**src/rtl/operand_bit_serializer_pkg.sv**
```systemverilog
// rtl/operand_bit_serializer_pkg.sv - shared RSA datapath types for the operand serializer
package operand_bit_serializer_pkg;

  typedef enum logic [1:0] {
    IDLE  = 2'd0,
    LOAD  = 2'd1,
    SHIFT = 2'd2,
    DONE  = 2'd3
  } obs_state_e;

  // Registered output bundle, kept together so every state transition sets all outputs at once
  typedef struct packed {
    logic ready;
    logic load_o;
    logic en_o;
    logic a_i;
    logic done;
  } obs_out_t;

  localparam obs_out_t OUT_IDLE = '{ready: 1'b1, load_o: 1'b0, en_o: 1'b0, a_i: 1'b0, done: 1'b0};
  localparam obs_out_t OUT_LOAD = '{ready: 1'b0, load_o: 1'b1, en_o: 1'b0, a_i: 1'b0, done: 1'b0};
  localparam obs_out_t OUT_DONE = '{ready: 1'b0, load_o: 1'b0, en_o: 1'b0, a_i: 1'b0, done: 1'b1};

endpackage

```
**src/rtl/operand_bit_serializer.sv**
```systemverilog
// rtl/operand_bit_serializer.sv - serializes an operand one bit per cycle for a bit-serial adder
module operand_bit_serializer
  import operand_bit_serializer_pkg::*;
#(
  parameter int DATA_WIDTH = 8,
  parameter bit MSB_FIRST  = 1'b1
) (
  input  logic                  clk,
  input  logic                  rst,
  input  logic                  ce,
  input  logic                  start,
  input  logic                  abort,
  input  logic [DATA_WIDTH-1:0] operand,
  output logic                  ready,
  output logic                  load_o,
  output logic                  en_o,
  output logic                  a_i,
  output logic                  done
);

  localparam int CNT_W = $clog2(DATA_WIDTH);
  localparam logic [CNT_W-1:0] CNT_LAST = CNT_W'(DATA_WIDTH - 1);

  obs_state_e            state;
  logic [DATA_WIDTH-1:0] shreg;
  logic [CNT_W-1:0]      cnt;
  obs_out_t              outs;

  function automatic logic head_bit(input logic [DATA_WIDTH-1:0] v);
    return MSB_FIRST ? v[DATA_WIDTH-1] : v[0];
  endfunction

  function automatic logic [DATA_WIDTH-1:0] advance(input logic [DATA_WIDTH-1:0] v);
    return MSB_FIRST ? {v[DATA_WIDTH-2:0], 1'b0} : {1'b0, v[DATA_WIDTH-1:1]};
  endfunction

  // a_i is registered, so each edge loads the bit at the head of the register and shifts it out
  always_ff @(posedge clk) begin
    if (!rst) begin
      state <= IDLE;
      shreg <= '0;
      cnt   <= '0;
      outs  <= OUT_IDLE;
    end else if (ce) begin
      if (abort) begin
        state <= IDLE;
        shreg <= '0;
        cnt   <= '0;
        outs  <= OUT_IDLE;
      end else begin
        case (state)
          IDLE: begin
            if (start) begin
              state <= LOAD;
              shreg <= operand;
              outs  <= OUT_LOAD;
            end
          end
          LOAD: begin
            state <= SHIFT;
            cnt   <= CNT_LAST;
            shreg <= advance(shreg);
            outs  <= '{ready: 1'b0, load_o: 1'b0, en_o: 1'b1, a_i: head_bit(shreg), done: 1'b0};
          end
          SHIFT: begin
            if (cnt == '0) begin
              state <= DONE;
              outs  <= OUT_DONE;
            end else begin
              cnt      <= cnt - 1'b1;
              shreg    <= advance(shreg);
              outs.a_i <= head_bit(shreg);
            end
          end
          DONE: begin
            state <= IDLE;
            outs  <= OUT_IDLE;
          end
          default: begin
            state <= IDLE;
            outs  <= OUT_IDLE;
          end
        endcase
      end
    end
  end

  assign ready  = outs.ready;
  assign load_o = outs.load_o;
  assign en_o   = outs.en_o;
  assign a_i    = outs.a_i;
  assign done   = outs.done;

endmodule

```
**config.mk**
```make
export PLATFORM = sky130hd
export DESIGN_NAME = operand_bit_serializer
export DESIGN_NICKNAME = d
export VERILOG_FILES = /design/src/rtl/operand_bit_serializer_pkg.sv /design/src/rtl/operand_bit_serializer.sv
export SDC_FILE = /design/constraint.sdc
export NUM_CORES = 1
export LEC_CHECK = 0
export CORE_ASPECT_RATIO = 0.7
export CORE_MARGIN = 3
export CORE_UTILIZATION = 25
export CTS_CLUSTER_DIAMETER = 200
export DETAILED_ROUTE_END_ITERATION = 8
export GPL_TIMING_DRIVEN = 0
export PLACE_DENSITY_LB_ADDON = 0.15
export SLEW_MARGIN = 0
export SYNTH_ARGS = -nofsm -noshare
export SYNTH_HDL_FRONTEND = slang
export SYNTH_SLANG_ARGS = --single-unit
```
**constraint.sdc**
```tcl
create_clock -name clk -period 3.71 [get_ports clk]
set_input_delay 0.9275 -clock clk [delete_from_list [all_inputs] [get_ports clk]]
set_output_delay 0.9275 -clock clk [all_outputs]
set_load 0.05 [all_outputs]
```
==> results.md, run 1 <==
| Group | Metric | Reported |
|:---|:---|:---|
| critical path | Worst R2R Start | state[0] |
| finish | Ratio of cells with drive above 1 in the final layout | 12.2% |
| critical path | End of the worst register-to-register path | ready |
| finish | Ant. Diodes | 0 |
| sta | Setup Total Neg Slack | 0 ns |
| finish | Final #Nets | 153 |
| detailed routing | Post-Route WL | 2.24 mm |
| grt | Largest net degree at the start of global routing | 11 |
| clocking | Deepest clock path buffer count | 2 |
| sta | Worst setup skew after layout | 0.00207 ns |
| power | Tot Pwr | 0.000460 W |
| grt | Overall routing resource usage | 9.77% |
| critical path | Data required, critical path | 2.78 ns |
| power | VDD IR-drop max | 0.000137 V |
| status | Outcome | complete, no violations |
| detailed routing | Number of search-and-repair iterations in the first detailed-routing pass | 4 |
| sta | Highest attainable clock frequency | 421 MHz |
| yosys | Synth warn | 0 |
| grt | Antenna violations before repair | 0 |
| detailed routing | Detailed-route via count | 847 |
| placed design | Total placed instance area | 1240 µm² |
| finish | Filler-free cell count of the finished design | 181 |
| grt | Most congested layer reported by global routing | met1 |
| yosys | Combinational family with the most area after synthesis | simple AND/OR/NAND/NOR gates |
| placed design | Total placed cells including tap cells | 177 |
| clocking | Clock-pin slew of the registers on the worst-case setup and hold paths | 0.08 ns |
| power | PwrDens | 357 nW/µm² |
| power | Leakage power figure | 0.490 nW |
| clocking | CTS tree | yes |
| critical path | CP Depth | 1 |
| sta | Worst hold margin | 0.454 ns |
| grt | GR Overflow Total | 0 |
| clocking | Htree depth | 1 |
| floorplan | Starting Density | 27.2% |
| worst hold path | Type of the tightest min-delay check | reg2reg |
| grt | Met2 Use GR | 13.1% |
| detailed routing | Vias per Instance | 4.68 |
| critical path | Critical path destination | ready |
| critical path | Kind of start point of the critical path | flip-flop |
| sta | Unrepaired setup endpoints after global routing | false |
| yosys | Basic-gate share of the synthesized area counting and, or, nand and nor cells | 20.9% |
| finish | Area Overhead vs Synth | 28.7% |
| critical path | Critical Path End Type | output pin |
| clocking | CTS Hold Buffers Added | 0 |
| sta | Max-slew violations | 0 |
| sta | Final setup violating endpoints | 0 |
| yosys | Sequential share of the synthesized area | 35.9% |
| placed design | DP HPWL | 1.61 mm |
| clocking | CTS Root Buffer Type | clkbuf_8 |
| critical path | Data arrival time of the critical path | 1.45 ns |
| clocking | Resized Gates After CTS | 0 |
| detailed routing | Post-detailed-route DRC marker count | 0 |
| sta | Post-layout minimum cycle time | 2.37 ns |
| critical path | Series of cell instances along the critical path | clkdlybuf4s50_1 |
| clocking | Clock buffers created by TritonCTS | 3 |
| sta | Relative slew slack | 58.5% |
| critical path | Start-to-end type of the worst setup path | reg2out |
| yosys | Synth Instances | 110 |
| floorplan | Number of top-level pins | 18 |
| placed design | Input/output buffers | 17 |
| yosys | Number of distinct library cells after synthesis | 32 |
| yosys | Multiplexer share of the synthesized area | 6.98% |
| critical path | Max stage delay cell, worst path | clkdlybuf4s50_1 |
| job | Max cap viols | 0 |
| grt | Number of global-route vias before repair | 754 |
| critical path | Total buffers and inverters traversed by the critical path | 1 |
| sta | Transition at the pin with the smallest max-transition slack | 0.622 ns |
| critical path | Setup crit start | ready |
| floorplan | Core outline area | 3690 µm² |
| grt | GR Util met1 | 14.4% |
| finish | Final non-filler cell area | 1290 µm² |
| critical path | Register-to-register path setup slack | 1.85 ns |
| detailed routing | Number of antenna-violating nets in the routed design | 0 |
| floorplan | Die width | 81.7 µm |
| grt | Wire length of the first global-routing pass | 3.64 mm |
| yosys | Xor and xnor fraction of the mapped netlist area | 0% |
| floorplan | Area enclosed by the die boundary | 4820 µm² |
| yosys | Adder and majority cell fraction of the synthesized area | 9.98% |
| yosys | Synthesized area per cell | 9.12 µm² |
| critical path | Cells on worst reg2reg path | 6 |
| floorplan | Cell row count | 18 |
| sta | Final hold violations | 0 |
| critical path | Highest fanout seen on the critical path | 2 |
| critical path | Largest delay contributor family on the critical path | buffers and inverters |
| detailed routing | Routed len/inst | 12.4 µm |
| yosys | Synthesized cell area | 1000 µm² |
| sta | Final worst-path cycle share | 64.0% |
| clocking | Clock sink total | 18 |
| yosys | Number of synthesized register bits | 18 |
| critical path | Largest stage delay on the critical path | 0.82 ns |
| yosys | Fraction of the mapped netlist area in compound gates | 20.9% |
| grt | Global routing usage on met3 | 3.19% |
| yosys | Post-synthesis net count | 131 |
| placed design | Final weighted congestion in routability-driven placement | 0.730 |
| clocking | Number of post-CTS setup repair buffers | 0 |
| floorplan | Die Height | 59.0 µm |
| finish | # fillers | 394 |
| clocking | Clock latency of the later-clocked register in the worst-skew pair | 0.26 ns |
| detailed routing | Iter 0 DRT Violations | 57 |
==> power by group <==
| group | switching [W] | internal [W] |
|---|---|---|
| clock | 0.0000737 | 0.0000945 |
| combinational | 0.0000477 | 0.0000393 |
| sequential | 0.00000503 | 0.000200 |
| total | 0.000126 | 0.000334 |
==> state kept, by name, summed over array words and instances (netlist names) <==
register  count
cnt           3
en_o          1
a_i           1
state         2
shreg         8
done          1
load_o        1
ready         1
==> cells by family (layout without fill, tap and decap cells) <==
logic type	count (synthesis)	in the layout
simple gates	39	39
flops	18	18
compound gates	26	26
buf+inv	12	33
fa+ha+maj	8	8
mux	7	7
==> tightest hold or removal path: stages, from the launching register on <==
cell     delay, ns
dfxtp_1       0.31
nand3_1       0.06
nand2_1       0.04
==> Yosys cell counts (all sizes together) <==
| cell type | count | area share [%] |
|---|---|---|
| nor2 | 4 | 1.5 |
| nand2b | 1 | 1.4 |
| o22ai | 7 | 4.4 |
| buf | 3 | 1.9 |
| clkbuf | 2 | 0.75 |
| a311o | 1 | 1.0 |
| o221a | 2 | 2.2 |
| and2b | 1 | 0.75 |
| o41ai | 1 | 0.87 |
| inv | 7 | 2.6 |
| mux2i | 7 | 7.0 |
| o21a | 2 | 1.5 |
| a2111oi | 1 | 2.7 |
| a31oi | 1 | 0.62 |
| dfxtp | 18 | 36 |
| nand3b | 1 | 0.75 |
| a21oi | 4 | 2.0 |
| o2111a | 1 | 1.1 |
| o21ai | 5 | 2.9 |
| ha | 8 | 10 |
| nor2b | 2 | 2.2 |
| nor3 | 1 | 0.50 |
| nand2 | 16 | 6.0 |
| nand4 | 1 | 1.2 |
| and2 | 1 | 0.62 |
| nor3b | 2 | 1.5 |
| nand3 | 9 | 4.5 |
| o32ai | 1 | 1.6 |
==> routing by layer <==
layer  wire (µm)  vias up
li1            -      436
met1        1210      380
met2         861       29
met3         146        2
met4          16        0
met5           0        -
==> through the flow <==
step	util, %	setup slack [ns]
6_report	35.0	1.34
5_1_grt	35.0	1.29
4_1_cts	35.0	1.32
3_5_place_dp	33.5	1.18
3_3_place_gp	33.5	1.20
2_1_floorplan	-	1.89
==> cell usage in the layout, fill, tap and decap left out, types with 2 or more instances in the layout <==
cell / instances
o221a_2: 2
a21oi_1: 4
ha_1: 8
nor3b_1: 2
nand2_1: 16
clkbuf_8: 4
clkbuf_1: 2
nand3_1: 9
o21a_1: 2
buf_4: 2
o21ai_0: 4
clkdlybuf4s50_1: 17
nor2_1: 4
dfxtp_1: 18
inv_1: 6
mux2i_1: 7
o22ai_1: 7
==> cell type report <==
cell class	count	area [µm²]	share of cell area, %
flip-flops and latches	18	360	27.9
plain buffers	5	26.3	2.03
multi-input cells	80	591	45.7
inverters	7	26.3	2.03
well taps	50	62.6	4.84
clock buffers	4	55.1	4.26
repair buffers	17	170	13.2
==> how the worst min path moves through the flow <==
stage	start	endpoint	slack [ns]	cells after the start
after global placement	done	done	0.44	2
after global routing	done	done	0.48	2
after detailed placement	done	done	0.45	2
final	done	done	0.45	2
after floorplan	shreg[1]	shreg[1]	0.45	2
after CTS	done	done	0.46	2
No activity file was read; power rests on OpenSTA's default activity.
==> run 2, diff against run 1 <==
clock period = 2.2 ns   (was 3.71 ns; I/O delays follow)
==> results of run 2 <==
Same layout as run 1 (identical final DEF). Status: complete, no violations.
Main changes from that run: setup slack after placement 1.18 ns -> 0.0441 ns; setup slack after layout 1.34 ns -> 0.203 ns; register-to-register setup slack 1.85 ns -> 0.34 ns; total power 0.000460 W -> 0.000776 W; worst IR drop on VDD 0.000137 V -> 0.000231 V
==> run 3, diff against run 2 <==
CORE_MARGIN = not set   (was 3)
GPL_ROUTABILITY_DRIVEN = 0   (was not set)
clock period = 1.65 ns   (was 2.2 ns; I/O delays follow)
==> results.md, run 3 (synthesis results as in run 1) <==
| Group | Metric | Reported | Delta |
|:---|:---|:---|:---|
| grt | Overall routing resource usage | 11.8% | +2.0 points |
| sta | Unrepaired setup endpoints after global routing | true |  |
| power | Design internal power | 0.000777 W |  |
| grt | Wire length of the first global-routing pass | 3.81 mm | +4.7% |
| clocking | Clock-pin slew of the registers on the worst-case setup and hold paths | 0.07 ns | about the same |
| detailed routing | Number of antenna-violating nets in the routed design | 0 | unchanged |
| grt | Largest net degree at the start of global routing | 11 | unchanged |
| floorplan | Core outline area | 3670 µm² | -0.61% |
| sta | Final hold violations | 0 | unchanged |
| finish | Ratio of cells with drive above 1 in the final layout | 25.9% | +14 points |
| finish | Ant. Diodes | 0 | unchanged |
| sta | Final critical-path setup slack | 0.0475 ns |  |
| clocking | Clock latency of the later-clocked register in the worst-skew pair | 0.26 ns | about the same |
| clocking | Htree depth | 1 | unchanged |
| critical path | Critical Path End Type | flip-flop |  |
| clocking | CTS Root Buffer Type | clkbuf_8 |  |
| floorplan | Area enclosed by the die boundary | 4280 µm² | -11% |
| status | Outcome | complete, no violations |  |
| sta | Highest attainable clock frequency | 624 MHz |  |
| floorplan | Cell row count | 18 | unchanged |
| clocking | Clock buffers created by TritonCTS | 3 | unchanged |
| finish | Largest registers ranked by flip-flop count | shreg (8), cnt (3), state (2) |  |
| critical path | Data arrival time of the critical path | 1.80 ns | +0.35 ns |
| clocking | Clock sink total | 18 | unchanged |
| grt | Antenna violations before repair | 0 | unchanged |
| floorplan | Number of top-level pins | 18 | unchanged |
| sta | Final setup violating endpoints | 0 | unchanged |
| power | PwrDens | 741 nW/µm² |  |
| power | VDD IR-drop max | 0.000448 V |  |
| finish | Final #Nets | 161 | +5.2% |
| placed design | Input/output buffers | 17 | unchanged |
| finish | Area Overhead vs Synth | 43.6% |  |
| floorplan | Starting Density | 27.3% | +0.17 points |
| finish | Largest register by flop count | shreg |  |
| floorplan | Die width | 77.7 µm | -4.9% |
| finish | # fillers | 369 | -6.3% |
| placed design | DP HPWL | 1.57 mm | -2.5% |
| job | Max cap viols | 0 | unchanged |
| power | Sw frac | 27.2% |  |
| sta | Post-layout minimum cycle time | 1.60 ns |  |
| sta | Setup Total Neg Slack | 0 ns | unchanged |
| power | Sequential fraction of design power | 43.3% | -1.3 points |
| finish | Area occupied by multi-input gates | 651 µm² | +10% |
| placed design | Total placed cells including tap cells | 177 | unchanged |
| finish | Leading cell type in the layout, fill and taps excluded | nand2_1 |  |
| detailed routing | Vias per Instance | 4.65 | -0.61% |
| worst hold path | Type of the tightest min-delay check | reg2reg |  |
| sta | Transition at the pin with the smallest max-transition slack | 0.497 ns | -0.125 ns |
| power | Combinational fraction of design power | 22.0% | +3.1 points |
| finish | Commonest non-fill, non-tap cells in the layout | 16 x nand2_1, 15 x dfxtp_1, 11 x clkdlybuf4s50_1, 9 x nand3_1, 8 x buf_4 |  |
| finish | Filler-free cell count of the finished design | 189 | +4.4% |
| sta | Relative slew slack | 67.0% | +8.5 points |
| grt | GR Overflow Total | 0 | unchanged |
| sta | Worst setup skew after layout | 0.00174 ns | -0.000336 ns |
| power | NetSw | 0.000291 W |  |
| critical path | Start-to-end type of the worst setup path | reg2reg |  |
| floorplan | Die Height | 55.0 µm | -6.8% |
| finish | Final core utilization | 39.3% | +4.3 points |
| clocking | Deepest clock path buffer count | 2 | unchanged |
| clocking | CTS tree | yes |  |
| sta | Max-slew violations | 0 | unchanged |
| detailed routing | Post-detailed-route DRC marker count | 0 | unchanged |
| placed design | Pre-CTS setup slack | -0.332 ns |  |
| finish | FF+latch area | 369 µm² | +2.4% |
| critical path | Highest fanout seen on the critical path | 6 | +4 |
| power | Clock Power Share | 34.7% | -1.8 points |
| critical path | Kind of start point of the critical path | flip-flop |  |
| detailed routing | Routed len/inst | 12.1 µm | -1.7% |
| clocking | CTS Hold Buffers Added | 0 | unchanged |
| detailed routing | Iter 0 DRT Violations | 52 | -8.8% |
| critical path | Data required, critical path | 1.85 ns |  |
| detailed routing | Detailed-route via count | 879 | +3.8% |
| detailed routing | Number of search-and-repair iterations in the first detailed-routing pass | 4 | unchanged |
| sta | Final worst-path cycle share | 97.1% |  |
| finish | Max FFs per register | 8 | unchanged |
| power | Leakage power figure | 0.572 nW | +17% |
| detailed routing | Post-Route WL | 2.30 mm | +2.6% |
| grt | Number of global-route vias before repair | 779 | +3.3% |
==> run 3: critical path, cell delays in order (launching register included) <==
cell and delay (ns):
dfxtp_4 0.39, inv_6 0.05, ha_4 0.15, buf_6 0.13
buf_12 0.12, a311o_2 0.44, nor2b_4 0.15, o21ai_2 0.12
==> run 3: metal layers <==
metal / vias to the layer above / part of all wire (%) / GRT usage [%]
met5: - / 0 / 0
met4: 0 / 0.30 / 2.83
met3: 2 / 4.7 / 3.93
met2: 18 / 42 / 18.1
met1: 405 / 53 / 16.0
li1: 454 / - / -
==> run 3: final timing paths <==
path	start	to	slack (ns)	cells past startpoint
max	state[0]	ready	0.05	7
min	en_o	en_o	0.45	2
max reg2reg	state[0]	ready	0.05	7
min reg2reg	en_o	en_o	0.45	2
==> run 3: per-stage QoR <==
step	area, µm²	power, W	hold WS [ns]
2_1_floorplan	1000	0.000600	0.446
3_3_place_gp	1240	0.000666	0.442
3_5_place_dp	1240	0.000668	0.447
4_1_cts	1330	0.00105	0.456
5_1_grt	1440	0.00112	0.472
6_report	1440	0.00107	0.453
==> run 3: final cells by class <==
| cell class | instances | area share, % |
|---|---|---|
| plain buffers | 4 | 2.08 |
| well taps | 50 | 4.34 |
| inverters | 7 | 2.17 |
| flip-flops and latches | 18 | 25.6 |
| clock buffers | 4 | 3.82 |
| multi-input cells | 80 | 45.1 |
| repair buffers | 26 | 16.8 |
==> run 3: timing repair <==
item                                    in CTS  in global routing
endpoints found under the setup margin      20                 15
buffers inserted                             3                  6
gates resized for setup                     16                 14
pin swaps                                    3                  6
==> run 3: power by group through the flow <==
stage	combinational (W)	sequential, W	clock (W)
detailed placement	0.000196	0.000473	0
CTS	0.000208	0.000463	0.000384
global placement	0.000194	0.000472	0
global route	0.000256	0.000465	0.000397
finish	0.000235	0.000463	0.000370
floorplan	0.000119	0.000481	0
